### config.mk
export PLATFORM = sky130hd
export DESIGN_NAME = ddr3_axi_rd_splitter
export DESIGN_NICKNAME = d
export VERILOG_FILES = /design/src/rtl/ddr3_axi_pkg.sv /design/src/rtl/ddr3_flag_fifo.sv /design/src/rtl/ddr3_axi_rd_splitter.sv
export SDC_FILE = /design/constraint.sdc
export NUM_CORES = 1
export LEC_CHECK = 0
export BUFFER_PORTS_ARGS = -buffer_cell sky130_fd_sc_hd__buf_2
export CORE_MARGIN = 5
export CORE_UTILIZATION = 40
export CTS_CLUSTER_DIAMETER = 80
export DETAILED_ROUTE_END_ITERATION = 10
export PLACE_DENSITY = 0.67
export SLEW_MARGIN = 10
export SYNTH_ARGS = -nofsm -noshare
export SYNTH_HDL_FRONTEND = slang
export SYNTH_SLANG_ARGS = --single-unit
### constraint.sdc
create_clock -name clock -period 9.7 [get_ports clock]
set_clock_uncertainty 0.05 [all_clocks]
set_input_delay 0.485 -clock clock [delete_from_list [all_inputs] [get_ports clock]]
set_output_delay 0.485 -clock clock [all_outputs]
set_load 0.02 [all_outputs]
### src/rtl/ddr3_axi_pkg.sv
// ---------------------------------------------------------------------------
// ddr3_axi_pkg
// Shared AXI encodings for the DDR3 read-path front end.
//   - BURST_TYPE_* : AXI ARBURST encodings
//   - RESP_*       : AXI RRESP encodings. The numeric order is also the
//                    severity order: OKAY < EXOKAY < SLVERR < DECERR.
//   - split_state_e: state type for the read splitter FSM
//   - resp_worst() : the more severe of two responses
// ---------------------------------------------------------------------------
package ddr3_axi_pkg;

  localparam logic [1:0] BURST_TYPE_FIXED = 2'b00;
  localparam logic [1:0] BURST_TYPE_INCR  = 2'b01;
  localparam logic [1:0] BURST_TYPE_WRAP  = 2'b10;

  localparam logic [1:0] RESP_OKAY   = 2'b00;
  localparam logic [1:0] RESP_EXOKAY = 2'b01;
  localparam logic [1:0] RESP_SLVERR = 2'b10;
  localparam logic [1:0] RESP_DECERR = 2'b11;

  typedef enum logic {
    ST_IDLE  = 1'b0,
    ST_SPLIT = 1'b1
  } split_state_e;

  function automatic logic [1:0] resp_worst(input logic [1:0] a, input logic [1:0] b);
    return (a > b) ? a : b;
  endfunction

endpackage

### src/rtl/ddr3_flag_fifo.sv
// ---------------------------------------------------------------------------
// ddr3_flag_fifo
// Small show-ahead synchronous FIFO. The head entry is visible on dout_o
// whenever empty_o is low.
// Ports:
//   clock, reset   : clock and synchronous active-high reset (empties FIFO)
//   push_i, din_i  : write request and data
//   pop_i          : read request (advances the head)
//   dout_o         : head entry
//   full_o, empty_o: status
// A push while full is accepted only if a pop happens in the same cycle.
// DEPTH must be a power of two, 2 or more.
// ---------------------------------------------------------------------------
module ddr3_flag_fifo #(
  parameter int WIDTH = 1,
  parameter int DEPTH = 8
) (
  input  logic             clock,
  input  logic             reset,
  input  logic             push_i,
  input  logic [WIDTH-1:0] din_i,
  input  logic             pop_i,
  output logic [WIDTH-1:0] dout_o,
  output logic             full_o,
  output logic             empty_o
);

  localparam int PTR_W = $clog2(DEPTH);

  // The pointers carry one extra wrap bit so that full and empty can be told apart.
  logic [PTR_W:0]   wr_ptr_q, wr_ptr_d;
  logic [PTR_W:0]   rd_ptr_q, rd_ptr_d;
  logic [WIDTH-1:0] mem_q [DEPTH];
  logic             wr_en;
  logic             rd_en;

  assign empty_o = (wr_ptr_q == rd_ptr_q);
  assign full_o  = (wr_ptr_q[PTR_W] != rd_ptr_q[PTR_W]) &&
                   (wr_ptr_q[PTR_W-1:0] == rd_ptr_q[PTR_W-1:0]);
  assign dout_o  = mem_q[rd_ptr_q[PTR_W-1:0]];

  assign rd_en = pop_i & ~empty_o;
  assign wr_en = push_i & (~full_o | rd_en);

  always_comb begin
    wr_ptr_d = wr_ptr_q;
    rd_ptr_d = rd_ptr_q;
    if (wr_en) wr_ptr_d = wr_ptr_q + 1'b1;
    if (rd_en) rd_ptr_d = rd_ptr_q + 1'b1;
  end

  always_ff @(posedge clock) begin
    if (reset) begin
      wr_ptr_q <= '0;
      rd_ptr_q <= '0;
    end else begin
      wr_ptr_q <= wr_ptr_d;
      rd_ptr_q <= rd_ptr_d;
    end
  end

  // Storage is not reset; only the pointers define which entries are valid.
  always_ff @(posedge clock) begin
    if (wr_en) mem_q[wr_ptr_q[PTR_W-1:0]] <= din_i;
  end

endmodule

### src/rtl/ddr3_axi_rd_splitter.sv
// ---------------------------------------------------------------------------
// ddr3_axi_rd_splitter
// AXI4 read pre-stage in front of the DDR3 controller. It splits each INCR
// read burst into sub-bursts. Each sub-burst has at most MAX_BEATS beats and
// stays within one BOUNDARY_BYTES-aligned page. The returned R beats are
// merged back into one burst with a single RLAST. FIXED and WRAP bursts pass
// through as one request.
//
// Ports:
//   clock, reset      : clock and synchronous active-high reset
//   s_ar*             : upstream AR channel (valid/ready/addr/id/len/burst)
//   s_r*              : merged upstream R channel (valid/ready/last/resp/id/data)
//   m_ar*             : AR channel to the controller (one request per sub-burst)
//   m_r*              : R channel from the controller (RLAST per sub-burst)
//
// Optional build macro RD_SPLIT_RESP_ACCUM_EN: when it is defined, s_rresp_o
// reports the worst response seen so far in the parent burst. When it is
// undefined, s_rresp_o follows m_rresp_i beat by beat.
// ---------------------------------------------------------------------------
module ddr3_axi_rd_splitter
  import ddr3_axi_pkg::*;
#(
  parameter int ADDRS           = 29,
  parameter int ID_WIDTH        = 4,
  parameter int DATA_BITS       = 32,
  parameter int MAX_BEATS       = 16,
  parameter int BOUNDARY_BYTES  = 2048,
  parameter int LAST_FIFO_DEPTH = 8
) (
  input  logic                 clock,
  input  logic                 reset,
  // upstream AR
  input  logic                 s_arvalid_i,
  output logic                 s_arready_o,
  input  logic [ADDRS-1:0]     s_araddr_i,
  input  logic [ID_WIDTH-1:0]  s_arid_i,
  input  logic [7:0]           s_arlen_i,
  input  logic [1:0]           s_arburst_i,
  // upstream R
  output logic                 s_rvalid_o,
  input  logic                 s_rready_i,
  output logic                 s_rlast_o,
  output logic [1:0]           s_rresp_o,
  output logic [ID_WIDTH-1:0]  s_rid_o,
  output logic [DATA_BITS-1:0] s_rdata_o,
  // controller AR
  output logic                 m_arvalid_o,
  input  logic                 m_arready_i,
  output logic [ADDRS-1:0]     m_araddr_o,
  output logic [ID_WIDTH-1:0]  m_arid_o,
  output logic [7:0]           m_arlen_o,
  output logic [1:0]           m_arburst_o,
  // controller R
  input  logic                 m_rvalid_i,
  output logic                 m_rready_o,
  input  logic                 m_rlast_i,
  input  logic [1:0]           m_rresp_i,
  input  logic [ID_WIDTH-1:0]  m_rid_i,
  input  logic [DATA_BITS-1:0] m_rdata_i
);

  localparam int BEAT_BYTES = DATA_BITS / 8;
  localparam int BEAT_LG    = $clog2(BEAT_BYTES);
  localparam int BND_LG     = $clog2(BOUNDARY_BYTES);
  localparam int BND_BEATS  = BOUNDARY_BYTES / BEAT_BYTES;
  localparam int IDX_W      = BND_LG - BEAT_LG;

  // ---------------- AR side state ----------------
  split_state_e           state_q, state_d;
  logic                   s_arready_q, s_arready_d;
  logic [ADDRS-1:0]       addr_q, addr_d;
  logic [8:0]             rem_q, rem_d;      // beats still to request (1..256)
  logic [ID_WIDTH-1:0]    id_q, id_d;
  logic [1:0]             burst_q, burst_d;

  logic [IDX_W-1:0]       beat_idx;
  logic [15:0]            bnd_w;
  logic [8:0]             cap_beats;
  logic [8:0]             sub_beats;
  logic [8:0]             sub_beats_m1;
  logic                   is_last_sub;
  logic                   ar_fire;

  // FIFO of last-flags, one entry per issued sub-burst
  logic                   fifo_full;
  logic                   fifo_empty;
  logic                   fifo_head;
  logic                   fifo_pop;

  // bnd uses the truncated beat index, so a beat-misaligned start address
  // is treated as if it pointed to the start of its beat.
  assign beat_idx = addr_q[BND_LG-1:BEAT_LG];
  assign bnd_w    = 16'(BND_BEATS) - 16'(beat_idx);

  always_comb begin
    cap_beats = 9'(MAX_BEATS);
    if (bnd_w < 16'(MAX_BEATS)) cap_beats = bnd_w[8:0];
    if (burst_q == BURST_TYPE_INCR) begin
      sub_beats = (rem_q < cap_beats) ? rem_q : cap_beats;
    end else begin
      // FIXED/WRAP go out whole; splitting would change their address pattern.
      sub_beats = rem_q;
    end
  end

  assign sub_beats_m1 = sub_beats - 9'd1;
  assign is_last_sub  = (sub_beats == rem_q);

  // The AR request is derived from registers. It can change only after a
  // handshake, so it stays stable while the controller stalls. Full is
  // reached only through a push, which means valid never drops before a
  // request has been accepted.
  assign m_arvalid_o = (state_q == ST_SPLIT) & ~fifo_full;
  assign m_araddr_o  = addr_q;
  assign m_arid_o    = id_q;
  assign m_arburst_o = burst_q;
  assign m_arlen_o   = (state_q == ST_SPLIT) ? sub_beats_m1[7:0] : 8'd0;
  assign s_arready_o = s_arready_q;
  assign ar_fire     = m_arvalid_o & m_arready_i;

  always_comb begin
    state_d     = state_q;
    s_arready_d = s_arready_q;
    addr_d      = addr_q;
    rem_d       = rem_q;
    id_d        = id_q;
    burst_d     = burst_q;
    case (state_q)
      ST_IDLE: begin
        s_arready_d = 1'b1;
        if (s_arvalid_i && s_arready_q) begin
          addr_d      = s_araddr_i;
          id_d        = s_arid_i;
          burst_d     = s_arburst_i;
          rem_d       = {1'b0, s_arlen_i} + 9'd1;
          state_d     = ST_SPLIT;
          s_arready_d = 1'b0;
        end
      end
      ST_SPLIT: begin
        s_arready_d = 1'b0;
        if (ar_fire) begin
          // Address arithmetic wraps naturally at 2^ADDRS.
          addr_d = addr_q + (ADDRS'(sub_beats) << BEAT_LG);
          rem_d  = rem_q - sub_beats;
          if (is_last_sub) begin
            state_d     = ST_IDLE;
            s_arready_d = 1'b1;
          end
        end
      end
      default: begin
        state_d     = ST_IDLE;
        s_arready_d = 1'b0;
      end
    endcase
  end

  always_ff @(posedge clock) begin
    if (reset) begin
      state_q     <= ST_IDLE;
      s_arready_q <= 1'b0;
      addr_q      <= '0;
      rem_q       <= '0;
      id_q        <= '0;
      burst_q     <= '0;
    end else begin
      state_q     <= state_d;
      s_arready_q <= s_arready_d;
      addr_q      <= addr_d;
      rem_q       <= rem_d;
      id_q        <= id_d;
      burst_q     <= burst_d;
    end
  end

  // ---------------- last-flag FIFO ----------------
  ddr3_flag_fifo #(
    .WIDTH (1),
    .DEPTH (LAST_FIFO_DEPTH)
  ) u_last_fifo (
    .clock   (clock),
    .reset   (reset),
    .push_i  (ar_fire),
    .din_i   (is_last_sub),
    .pop_i   (fifo_pop),
    .dout_o  (fifo_head),
    .full_o  (fifo_full),
    .empty_o (fifo_empty)
  );

  // ---------------- R path (combinational) ----------------
  assign s_rvalid_o = m_rvalid_i;
  assign m_rready_o = s_rready_i;
  assign s_rdata_o  = m_rdata_i;
  assign s_rid_o    = m_rid_i;
  // An RLAST that arrives while the FIFO is empty is dropped and never pops.
  assign s_rlast_o  = m_rlast_i & ~fifo_empty & fifo_head;
  assign fifo_pop   = m_rvalid_i & m_rready_o & m_rlast_i & ~fifo_empty;

`ifdef RD_SPLIT_RESP_ACCUM_EN
  logic [1:0] accum_q, accum_d;
  logic [1:0] resp_now;

  assign resp_now  = resp_worst(accum_q, m_rresp_i);
  assign s_rresp_o = resp_now;

  always_comb begin
    accum_d = accum_q;
    if (m_rvalid_i && m_rready_o) begin
      accum_d = s_rlast_o ? RESP_OKAY : resp_now;
    end
  end

  always_ff @(posedge clock) begin
    if (reset) accum_q <= RESP_OKAY;
    else       accum_q <= accum_d;
  end
`else
  assign s_rresp_o = m_rresp_i;
`endif

`ifndef SYNTHESIS
  always_ff @(posedge clock) begin
    if (!reset && m_rvalid_i && m_rready_o && m_rlast_i) begin
      assert (!fifo_empty)
        else $error("ddr3_axi_rd_splitter: sub-burst RLAST with no outstanding request");
    end
  end
`endif

endmodule

==> results of run 1 <==
## through the flow
| stage | area, sq um | power (mW) | hold WS, ps | util | instances |
|---|---|---|---|---|---|
| after floorplan | 4890 | 0.525 | 409 | - | 612 |
| after global placement | 5170 | 0.573 | 390 | 0.431 | 790 |
| after detailed placement | 5170 | 0.577 | 395 | 0.431 | 790 |
| after CTS | 5500 | 0.948 | 319 | 0.458 | 806 |
| after global routing | 5500 | 0.988 | 332 | 0.458 | 806 |
| final | 5500 | 0.940 | 332 | 0.458 | 806 |
## routing by layer
layer,vias to the layer above,global-route usage
met5,-,0
met1,2169,0.265
met2,140,0.299
met4,0,0.0680
li1,2240,-
met3,25,0.0543
## cells in the final DEF (no fill, tap or decap), types with 5 or more instances in the layout
cell type and count:
nor3_1 14, and2_1 8, nor4_1 6, a21oi_1 50
nor2b_1 5, clkbuf_16 9, nand3_1 12, nand2_1 71
nand4_1 6, buf_2 97, edfxtp_1 8, mux2i_1 11
o21ai_0 24, ha_1 32, a31oi_1 6, xnor2_1 25
dfxtp_1 57, inv_1 22, o211ai_1 5, a21o_1 7
a211oi_1 15, nor2_1 54, and3_1 12, a311oi_1 7
xor2_1 10
## worst paths after layout
check | cells past startpoint | startpoint | slack (ps) | endpoint
worst max-delay path | 24 | m_araddr_o[2]$_SDFFE_PP0P_ | 3270 | m_araddr_o[28]$_SDFFE_PP0P_
worst min-delay path | 3 | s_arburst_i[0] | 330 | m_arburst_o[0]$_SDFFE_PP0P_
worst max register to register | 24 | m_araddr_o[2]$_SDFFE_PP0P_ | 3270 | m_araddr_o[28]$_SDFFE_PP0P_
worst min register to register | 2 | m_arid_o[0]$_SDFFE_PP0P_ | 400 | m_arid_o[0]$_SDFFE_PP0P_
## sequential cells by signal, indices dropped and copies added, names as in the netlist, 2 cells and up, named ones only
| signal | flops |
|---|---|
| rem_q | 9 |
| u_last_fifo.mem_q | 8 |
| m_arburst_o | 2 |
| u_last_fifo.wr_ptr_q | 4 |
| m_araddr_o | 29 |
| u_last_fifo.rd_ptr_q | 4 |
| m_arid_o | 4 |
## power groups by stage
stage	Clock, mW	Combinational (mW)	Sequential (mW)
detailed placement	0	0.254	0.323
global route	0.384	0.285	0.320
finish	0.366	0.257	0.317
floorplan	0	0.197	0.328
CTS	0.374	0.257	0.317
global placement	0	0.251	0.321
## critical path, stage by stage, from the launching register on
cell and delay [ps]:
dfxtp_1 410, inv_1 100, ha_1 180, or3b_2 510, mux2i_4 230, nor2_1 420, and2_1 250, inv_1 50
ha_1 260, nand2_1 60, or4_4 500, o21bai_4 210, nand2_2 180, nor2_1 60, a31oi_1 240, inv_1 110
ha_1 220, fa_1 410, a21o_1 210, a21oi_1 290, o21ai_0 230, a21oi_1 620, nor4_1 160, o21ai_0 190
a21oi_1 90
## cells by family after synthesis
| kind of cell | synth area share |
|---|---|
| DFF | 0.283 |
| xor gates and xnor gates | 0.0628 |
| AOI/OAI and AO/OA | 0.211 |
| buffers and inverters | 0.103 |
| other | 0.000768 |
| adders and majority gates | 0.0902 |
| muxes | 0.0387 |
| and+or+nand+nor | 0.210 |
## cell usage after synthesis (4+ instances only)
cell type   n  area [sq um]
nand2_1    71           267
dfxtp_1    57          1140
nor2_1     54           203
a21oi_1    50           250
buf_4      40           300
ha_1       32           400
clkbuf_1   26          97.6
xnor2_1    25           219
o21ai_0    24           120
inv_1      22          82.6
a211oi_1   15           113
nor3_1     14          70.1
and3_1     12          75.1
nand3_1    12          60.1
mux2i_1    11           110
xor2_1     10          87.6
and2_1      8          50.1
edfxtp_1    8           240
a21o_1      7          52.6
a311oi_1    7          61.3
a31oi_1     6          37.5
nand4_1     6          37.5
nor4_1      6          37.5
nor2b_1     5          31.3
o211ai_1    5          37.5
o21a_1      4          30.0
o22ai_1     4          25.0
## layout make-up
| type | instances | area share |
|---|---|---|
| inverter | 22 | 0.0150 |
| multi-input combinational | 455 | 0.547 |
| clock buffer | 12 | 0.0466 |
| clock inverter | 4 | 0.0134 |
| timing repair buffer | 101 | 0.0937 |
| tap | 147 | 0.0334 |
| sequential | 65 | 0.251 |
==> impl_metrics.json, run 1 <==
{
  "cts_tree": "yes",
  "ant_nets": 0,
  "cts-hold-fix-buffers": 0,
  "port_buffers": 97,
  "wire_per_inst_um": 17.4,
  "wl_um": 14000,
  "p_leak_nw": 2.34,
  "wl_met2_um": 6340,
  "cts_resized": 0,
  "clock-sinks": 65,
  "track_usage": 0.196,
  "die_w_um": 120,
  "end_kind": "flop",
  "p_clk_frac": 0.389,
  "synth_top_flop_cell": "dfxtp_1",
  "seq_area_sq_um": 1380,
  "yosys_register_bits": 65,
  "drive_gt1_frac": 0.202,
  "avgSynthCellArea_sq_um": 8.02,
  "antenna_found_initial": 0,
  "die_h_um": 120,
  "start_util": 0.406,
  "cts_max_path_buffers": 2,
  "max_freq_ghz": 0.156,
  "dp_hpwl_um": 10200,
  "globalplace.congestion": 0.894,
  "diodes": 0,
  "dr.pass1.iters": 5,
  "p_int_mw": 0.636,
  "critical_path_class": "flop to flop",
  "worstPathMaxFanout": 11,
  "die_area_sq_um": 14500,
  "grt_max_degree": 58,
  "routed_via_density": 5.67,
  "htree_levels": 3,
  "drv_slew": 0,
  "grt.overflow.total": 0,
  "cts_root_buffer": "clkbuf_16",
  "syn-cell-area_sq_um": 4880,
  "insertion_delay_ps": 340,
  "coreArea_sq_um": 12000,
  "synth_cells": 609,
  "synth_edf_count": 8,
  "crit_required_ps": 9830,
  "num-nets-final": 776,
  "worst_slew_pin_slew_ps": 1170,
  "yosysSeqAreaShare": 0.283,
  "num_vias": 4574,
  "ys_warn_count": 0,
  "fillers": 1224,
  "combPwrFrac": 0.273,
  "synthDistinctLibCells": 70,
  "cap_violations": 0,
  "cts_buffers": 9,
  "drc_errors": 0,
  "syn_to_final_growth_pct": 12.7,
  "num_io_pins": 174,
  "wl_met1_um": 6380,
  "final_hold_viol_count": 0,
  "synthArstFlopShare": 0,
  "first_global_vias": 4363,
  "switching_share": 0.323,
  "highest_layer": "met4",
  "post-route-min-period_ps": 6430,
  "critical_path_arrival_ps": 6560,
  "grt_pass1_wl_um": 22700,
  "wl_met3_um": 993,
  "setup_violations": 0,
  "setup_ws_ps": 3270,
  "p_sw_mw": 0.304,
  "drtIter0Drc": 292,
  "worstSetupStartpointType": "flop",
  "peakVddDrop_mv": 0.0718,
  "rsz0062_at_grt": "no",
  "power_density_nw_per_um2": 171,
  "multiInputGateArea_sq_um": 3010,
  "fp-row-count": 40,
  "outcome": "finished, final reports clean",
  "finalCritPeriodShare": 0.663,
  "p_seq_frac": 0.338,
  "min_path_type": "input port to flop",
  "cts.clk_slew.worst_paths_ps": 50,
  "postCtsSetupBuffers": 0,
  "pre_cts_slack_ps": 3310,
  "slew-limit-headroom": 0.219,
  "finalSetupTns_ps": 0
}
(Power assumes the default switching activity.)
==> run 2, diff against run 1 <==
==> constraint.sdc (replaced) <==
create_clock -name clock -period 6.3 [get_ports clock]
set_clock_uncertainty 0.05 [all_clocks]
set_input_delay 0.315 -clock clock [delete_from_list [all_inputs] [get_ports clock]]
set_output_delay 0.315 -clock clock [all_outputs]
set_load 0.02 [all_outputs]
==> run 2 against run 1 <==
Critical path depth shrank 3. Sequential power grew 54%. First-iteration DRC count grew 43%. Die area is the same. Largest cell class unchanged. Final cell count grew 0.62%. Final area grew 0.30%.
==> impl_metrics.json, run 2 (synthesis results as in run 1) <==
{
  "outcome": "finished, final reports clean",
  "switching_share": 0.338,
  "worstPathMaxFanout": 11,
  "layout_common_cells": "97 x buf_2, 71 x nand2_1, 57 x dfxtp_1, 54 x nor2_1, 50 x a21oi_1",
  "cts-hold-fix-buffers": 0,
  "wl_met1_um": 6000,
  "highest_layer": "met4",
  "end_kind": "primary output",
  "cap_violations": 0,
  "insertion_delay_ps": 340,
  "path_cells": "inv_1 -> ha_1 -> or3b_2 -> mux2i_4 -> nor2_1 -> and2_1 -> inv_1 -> ha_1 -> nand2_1 -> or4_4 -> o21bai_4 -> and2_1 -> nand2_1 -> o21ai_0 -> inv_1 -> ha_1 -> nor3b_1 -> o221ai_1 -> xor2_1 -> o32ai_1 -> buf_2",
  "die_h_um": 120,
  "drv_slew": 0,
  "grt_pass1_wl_um": 22700,
  "coreArea_sq_um": 12000,
  "finalSetupTns_ps": 0,
  "track_usage": 0.194,
  "pre_cts_slack_ps": 480,
  "finalPower_mw": 1.39,
  "drc_errors": 0,
  "p_seq_frac": 0.350,
  "post-route-min-period_ps": 5780,
  "setup_ws_ps": 518,
  "ant_nets": 0,
  "p_clk_frac": 0.363,
  "drive_gt1_frac": 0.211,
  "worstSetupStartpointType": "flop",
  "slowest_stage": "or3b_2",
  "die_area_sq_um": 14500,
  "globalplace.congestion": 0.899,
  "rsz0062_at_grt": "no",
  "clock-sinks": 65,
  "first_global_vias": 4510,
  "combPwrFrac": 0.287,
  "cts_tree": "yes",
  "critical_path_arrival_ps": 5420,
  "hold_ws_ps": 163,
  "num_io_pins": 174,
  "seq_area_sq_um": 1380,
  "instances_no_fill": 811,
  "fp-row-count": 40,
  "cts_root_buffer": "clkbuf_16",
  "cts_buffers": 9,
  "min_path_type": "input port to flop",
  "die_w_um": 120,
  "max_freq_ghz": 0.173,
  "diodes": 0,
  "wl_met3_um": 1170,
  "routed_via_density": 5.82,
  "dr.pass1.iters": 6,
  "critical_path_class": "flop to primary output",
  "final_common_cell": "buf_2",
  "placed_cells": 795,
  "p_sw_mw": 0.471,
  "port_buffers": 97,
  "peakVddDrop_mv": 0.102,
  "antenna_found_initial": 0,
  "wire_per_inst_um": 17.1,
  "multiInputGateArea_sq_um": 3010,
  "crit_required_ps": 5930,
  "cts.clk_slew.worst_paths_ps": 60,
  "wl_um": 13800,
  "dp_hpwl_um": 10200,
  "setup_violations": 0,
  "drtIter0Drc": 419,
  "largest_reg_flops": 29,
  "grt_max_degree": 58,
  "num-nets-final": 781,
  "p_leak_nw": 2.35,
  "slowest_delay_ps": 520,
  "worst_slew_pin_slew_ps": 921,
  "fillers": 1181,
  "htree_levels": 3,
  "finalCritPeriodShare": 0.918,
  "p_int_mw": 0.924,
  "grt.overflow.total": 0,
  "num_vias": 4716,
  "slew-limit-headroom": 0.385,
  "syn_to_final_growth_pct": 13.0,
  "cts_max_path_buffers": 2,
  "start_util": 0.406,
  "final_hold_viol_count": 0,
  "wl_met2_um": 6400,
  "power_density_nw_per_um2": 253
}
-- run 2: cell types whose count changed in the layout (fill, tap and decap cells not counted), sizes merged --
cell | previous run | this run
buf | 101 | 106
bufinv | 2 | 1
clkbuf | 12 | 9
clkinv | 1 | 3
clkinvlp | 0 | 1
inv | 23 | 24
-- run 2: metrics by stage --
stage / area (sq um) / util
2_1_floorplan: 4890 / -
3_3_place_gp: 5210 / 0.434
3_5_place_dp: 5210 / 0.434
4_1_cts: 5510 / 0.459
5_1_grt: 5520 / 0.459
6_report: 5520 / 0.459
-- run 2: final cells by class --
cell class,count,share of cell area
Multi-Input combinational cell,455,0.546
Clock inverter,7,0.0141
Clock buffer,9,0.0408
Tap cell,147,0.0333
Timing Repair Buffer,106,0.100
Sequential cell,65,0.250
Inverter,22,0.0150
-- run 2: worst max-delay path: cells and delay by family (launching register included) --
kind / cells / cell delay (ps)
adder cells (fa/ha/maj): 3 / 690
multiplexers: 1 / 230
AND/OR/NAND/NOR: 8 / 2090
XOR/XNOR: 1 / 180
flip-flops: 1 / 410
buffers and inverters: 4 / 580
AO/OA/AOI/OAI: 4 / 890
-- run 2: final timing paths --
check | from | endpoint | slack (ps) | cells after the start
max reg2reg | m_araddr_o[2]$_SDFFE_PP0P_ | m_araddr_o[15]$_SDFFE_PP0P_ | 520 | 20
max | m_araddr_o[2]$_SDFFE_PP0P_ | m_arlen_o[6] | 520 | 21
min reg2reg | m_araddr_o[1]$_SDFFE_PP0P_ | m_araddr_o[1]$_SDFFE_PP0P_ | 400 | 2
min | s_arburst_i[0] | m_arburst_o[0]$_SDFFE_PP0P_ | 160 | 3
-- run 2: metal layers --
layer	GRT usage	vias up
met3	0.0552	35
met4	0.0588	0
met5	0	-
li1	-	2256
met2	0.309	229
met1	0.256	2196
-- run 2: power groups by stage --
stage / Combinational (mW) / Sequential, mW / Clock [mW]
3_3_place_gp: 0.388 / 0.495 / 0
4_1_cts: 0.398 / 0.488 / 0.520
3_5_place_dp: 0.394 / 0.496 / 0
5_1_grt: 0.444 / 0.493 / 0.542
6_report: 0.400 / 0.489 / 0.506
2_1_floorplan: 0.304 / 0.505 / 0
-- run 2: timing repair --
item | 4_1_cts | 5_1_grt
resized for setup | 0 | 1
setup endpoints to repair | 0 | 2
setup buffers | 0 | 0
hold endpoints to repair | 0 | 0
==> run 3, diff against run 2 <==
--- a/config.mk
+++ b/config.mk
@@ -5,12 +5,13 @@
 export SDC_FILE = /design/constraint.sdc
 export NUM_CORES = 1
 export LEC_CHECK = 0
+export ABC_AREA = 1
 export BUFFER_PORTS_ARGS = -buffer_cell sky130_fd_sc_hd__buf_2
 export CORE_MARGIN = 5
 export CORE_UTILIZATION = 40
 export CTS_CLUSTER_DIAMETER = 80
 export DETAILED_ROUTE_END_ITERATION = 10
-export PLACE_DENSITY = 0.67
+export PLACE_DENSITY = 0.66
 export SLEW_MARGIN = 10
 export SYNTH_ARGS = -nofsm -noshare
 export SYNTH_HDL_FRONTEND = slang
==> run 3 against run 2 <==
Largest power group is now registers. Utilization shrank 0.57 points. Global-route usage shrank 1.2 points. Flip-flop and latch count did not move. Register-to-register slack better by 1400 ps. Clock power down 3%. Critical path type is now flop to flop. Maximum frequency rose by 33%. Via count increased by 3.2%. Clock-buffer cell count is 1 higher. Sequential share of layout area down 0.69 points.
==> impl_metrics.json, run 3 <==
{
  "avgSynthCellArea_sq_um": 6.82,
  "dpl_cell_area_sq_um": 5390,
  "dp_hpwl_um": 10100,
  "seq_area_sq_um": 1380,
  "grt.overflow.total": 0,
  "cts_buffers": 9,
  "syn_to_final_growth_pct": 11.9,
  "layout_common_cells": "143 x nand2_1, 97 x buf_2, 85 x nor2_1, 69 x inv_1, 66 x a21oi_1",
  "outcome": "finished, final reports clean",
  "largest_reg_flops": 29,
  "path_common_cell": "nand2_1",
  "critical_path_arrival_ps": 4510,
  "start_util": 0.406,
  "grt_max_degree": 57,
  "die_area_sq_um": 15000,
  "finalSetupTns_ps": 0,
  "synth_edf_count": 8,
  "htree_levels": 3,
  "r2r_slack_ps": 1940,
  "final_hold_viol_count": 0,
  "synthDistinctLibCells": 49,
  "worst_r2r_path_depth": 29,
  "cts_resized": 0,
  "setup_violations": 0,
  "worstSetupStartpointType": "flop",
  "crit_required_ps": 6450,
  "post-route-min-period_ps": 4360,
  "antenna_found_initial": 0,
  "stdcell_area_sq_um": 5680,
  "port_buffers": 97,
  "drtIter0Drc": 216,
  "finalPower_mw": 1.40,
  "num_io_pins": 174,
  "peakVddDrop_mv": 0.129,
  "cts_tree": "yes",
  "synth.top_cell.area_share": 0.225,
  "insertion_delay_ps": 340,
  "cts_root_buffer": "clkbuf_16",
  "num-nets-final": 916,
  "first_global_vias": 4570,
  "ys_warn_count": 0,
  "num_vias": 4869,
  "slew-limit-headroom": 0.484,
  "syn-cell-area_sq_um": 5080,
  "yosysMostFrequentCell": "nand2_1",
  "p_leak_nw": 2.66,
  "wl_um": 13500,
  "holdCritStartpoint": "s_arid_i[2]",
  "cap_violations": 0,
  "hold_path_end": "m_arid_o[2]$_SDFFE_PP0P_",
  "routed_via_density": 5.01,
  "ant_nets": 0,
  "drive_gt1_frac": 0.185,
  "coreArea_sq_um": 12500,
  "synth_area_leaders": "dfxtp_1 22%, nand2_1 11%, ha_1 7.9%",
  "cts-hold-fix-buffers": 0,
  "worst_slew_pin_slew_ps": 773,
  "synthArstFlopShare": 0,
  "clock-sinks": 65,
  "critical_path_class": "flop to flop",
  "die_h_um": 123,
  "postCtsSetupBuffers": 0,
  "cts.clk_slew.worst_paths_ps": 60,
  "drv_slew": 0,
  "min_path_type": "input port to flop",
  "diodes": 0,
  "power_density_nw_per_um2": 246,
  "dr.pass1.iters": 5,
  "wire_per_inst_um": 13.9,
  "synth_top_flop_cell": "dfxtp_1",
  "slowest_stage": "dfxtp_1",
  "drc_errors": 0,
  "track_usage": 0.183,
  "slowest_delay_ps": 420,
  "yosys-top-cells-count": "143 x nand2_1, 85 x nor2_1, 69 x inv_1, 66 x a21oi_1, 57 x dfxtp_1",
  "globalplace.congestion": 0.858,
  "synth_top_cell_by_area": "dfxtp_1",
  "cts_max_path_buffers": 2,
  "holdPathStages": 3,
  "end_kind": "flop",
  "die_w_um": 123,
  "reg2reg_to": "m_araddr_o[26]$_SDFFE_PP0P_",
  "final_common_cell": "nand2_1",
  "fillers": 1370,
  "synth_cells": 744,
  "fp-row-count": 41,
  "grt_pass1_wl_um": 21900,
  "rsz0062_at_grt": "no",
  "reg2reg_from": "m_araddr_o[2]$_SDFFE_PP0P_",
  "finalCritPeriodShare": 0.692,
  "max_freq_ghz": 0.229,
  "yosysSeqAreaShare": 0.272,
  "multiInputGateArea_sq_um": 3010,
  "yosys_register_bits": 65,
  "worstPathMaxFanout": 9
}
==> run 3: changes by cell type after synthesis, sizes merged, moves of 12 or more <==
cell	before	now
inv	22	74
nand2	72	160
nor2	54	87
mux2i	12	0
clkbuf	26	12
and3	14	0
nand3	12	37
xnor2	25	6
a21oi	50	69
o21ai	24	58
==> run 3: critical path, delay by kind of cell, from the launching register on <==
| family | cells | cell delay, ps |
|---|---|---|
| adders and majority gates | 4 | 1130 |
| AOI/OAI and AO/OA | 6 | 690 |
| DFF | 1 | 420 |
| buffers and inverters | 4 | 350 |
| and+or+nand+nor | 15 | 1590 |
==> run 3: through the flow <==
step / hold slack (ps) / utilization / instances / worst slack (ps)
6_report: 183 / 0.454 / 971 / 1940
5_1_grt: 184 / 0.454 / 971 / 1540
4_1_cts: 175 / 0.454 / 971 / 1960
3_5_place_dp: 417 / 0.431 / 955 / 1960
3_3_place_gp: 412 / 0.431 / 955 / 2120
2_1_floorplan: 392 / - / 747 / 2260
==> run 3: cell type report <==
class	count	area share
sequential	65	0.243
tap	172	0.0379
timing repair buffer	99	0.0881
clock buffer	10	0.0403
inverter	75	0.0496
clock inverter	6	0.0104
multi-input combinational	544	0.530
==> run 3: how the worst max path moves through the flow <==
stage / startpoint / endpoint / slack [ps] / depth (start not counted)
after floorplan: m_araddr_o[2]$_SDFFE_PP0P_ / m_araddr_o[24]$_SDFFE_PP0P_ / 2260 / 30
after global placement: m_araddr_o[2]$_SDFFE_PP0P_ / m_araddr_o[24]$_SDFFE_PP0P_ / 2120 / 30
after detailed placement: m_araddr_o[2]$_SDFFE_PP0P_ / m_araddr_o[24]$_SDFFE_PP0P_ / 1960 / 30
after CTS: m_araddr_o[2]$_SDFFE_PP0P_ / m_araddr_o[26]$_SDFFE_PP0P_ / 1960 / 29
after global routing: m_araddr_o[2]$_SDFFE_PP0P_ / m_araddr_o[26]$_SDFFE_PP0P_ / 1540 / 29
final: m_araddr_o[2]$_SDFFE_PP0P_ / m_araddr_o[26]$_SDFFE_PP0P_ / 1940 / 29
==> run 3: routing by layer <==
metal,global-route usage,wire length (um),vias up
li1,-,-,2546
met1,0.225,5980,2169
met2,0.311,6490,127
met3,0.0442,675,27
met4,0.0651,318,0
met5,0,0,-
==> run 3: logic make-up (layout without fill, tap and decap cells) <==
logic type,after synthesis,count (layout),synth area share
flip-flops,65,65,0.272
AO/OA/AOI/OAI,161,161,0.182
other,1,4,0.000739
XOR/XNOR,18,18,0.0311
AND/OR/NAND/NOR,327,327,0.290
buffers and inverters,138,190,0.137
adder cells (fa/ha/maj),34,34,0.0868
==> run 3: power breakdown <==
group / leakage [nW] / total, mW / internal (mW) / switching, mW
logic: 1.98 / 0.416 / 0.150 / 0.266
clock network: 0.138 / 0.489 / 0.303 / 0.186
registers: 0.540 / 0.492 / 0.452 / 0.0395
total: 2.66 / 1.40 / 0.905 / 0.491
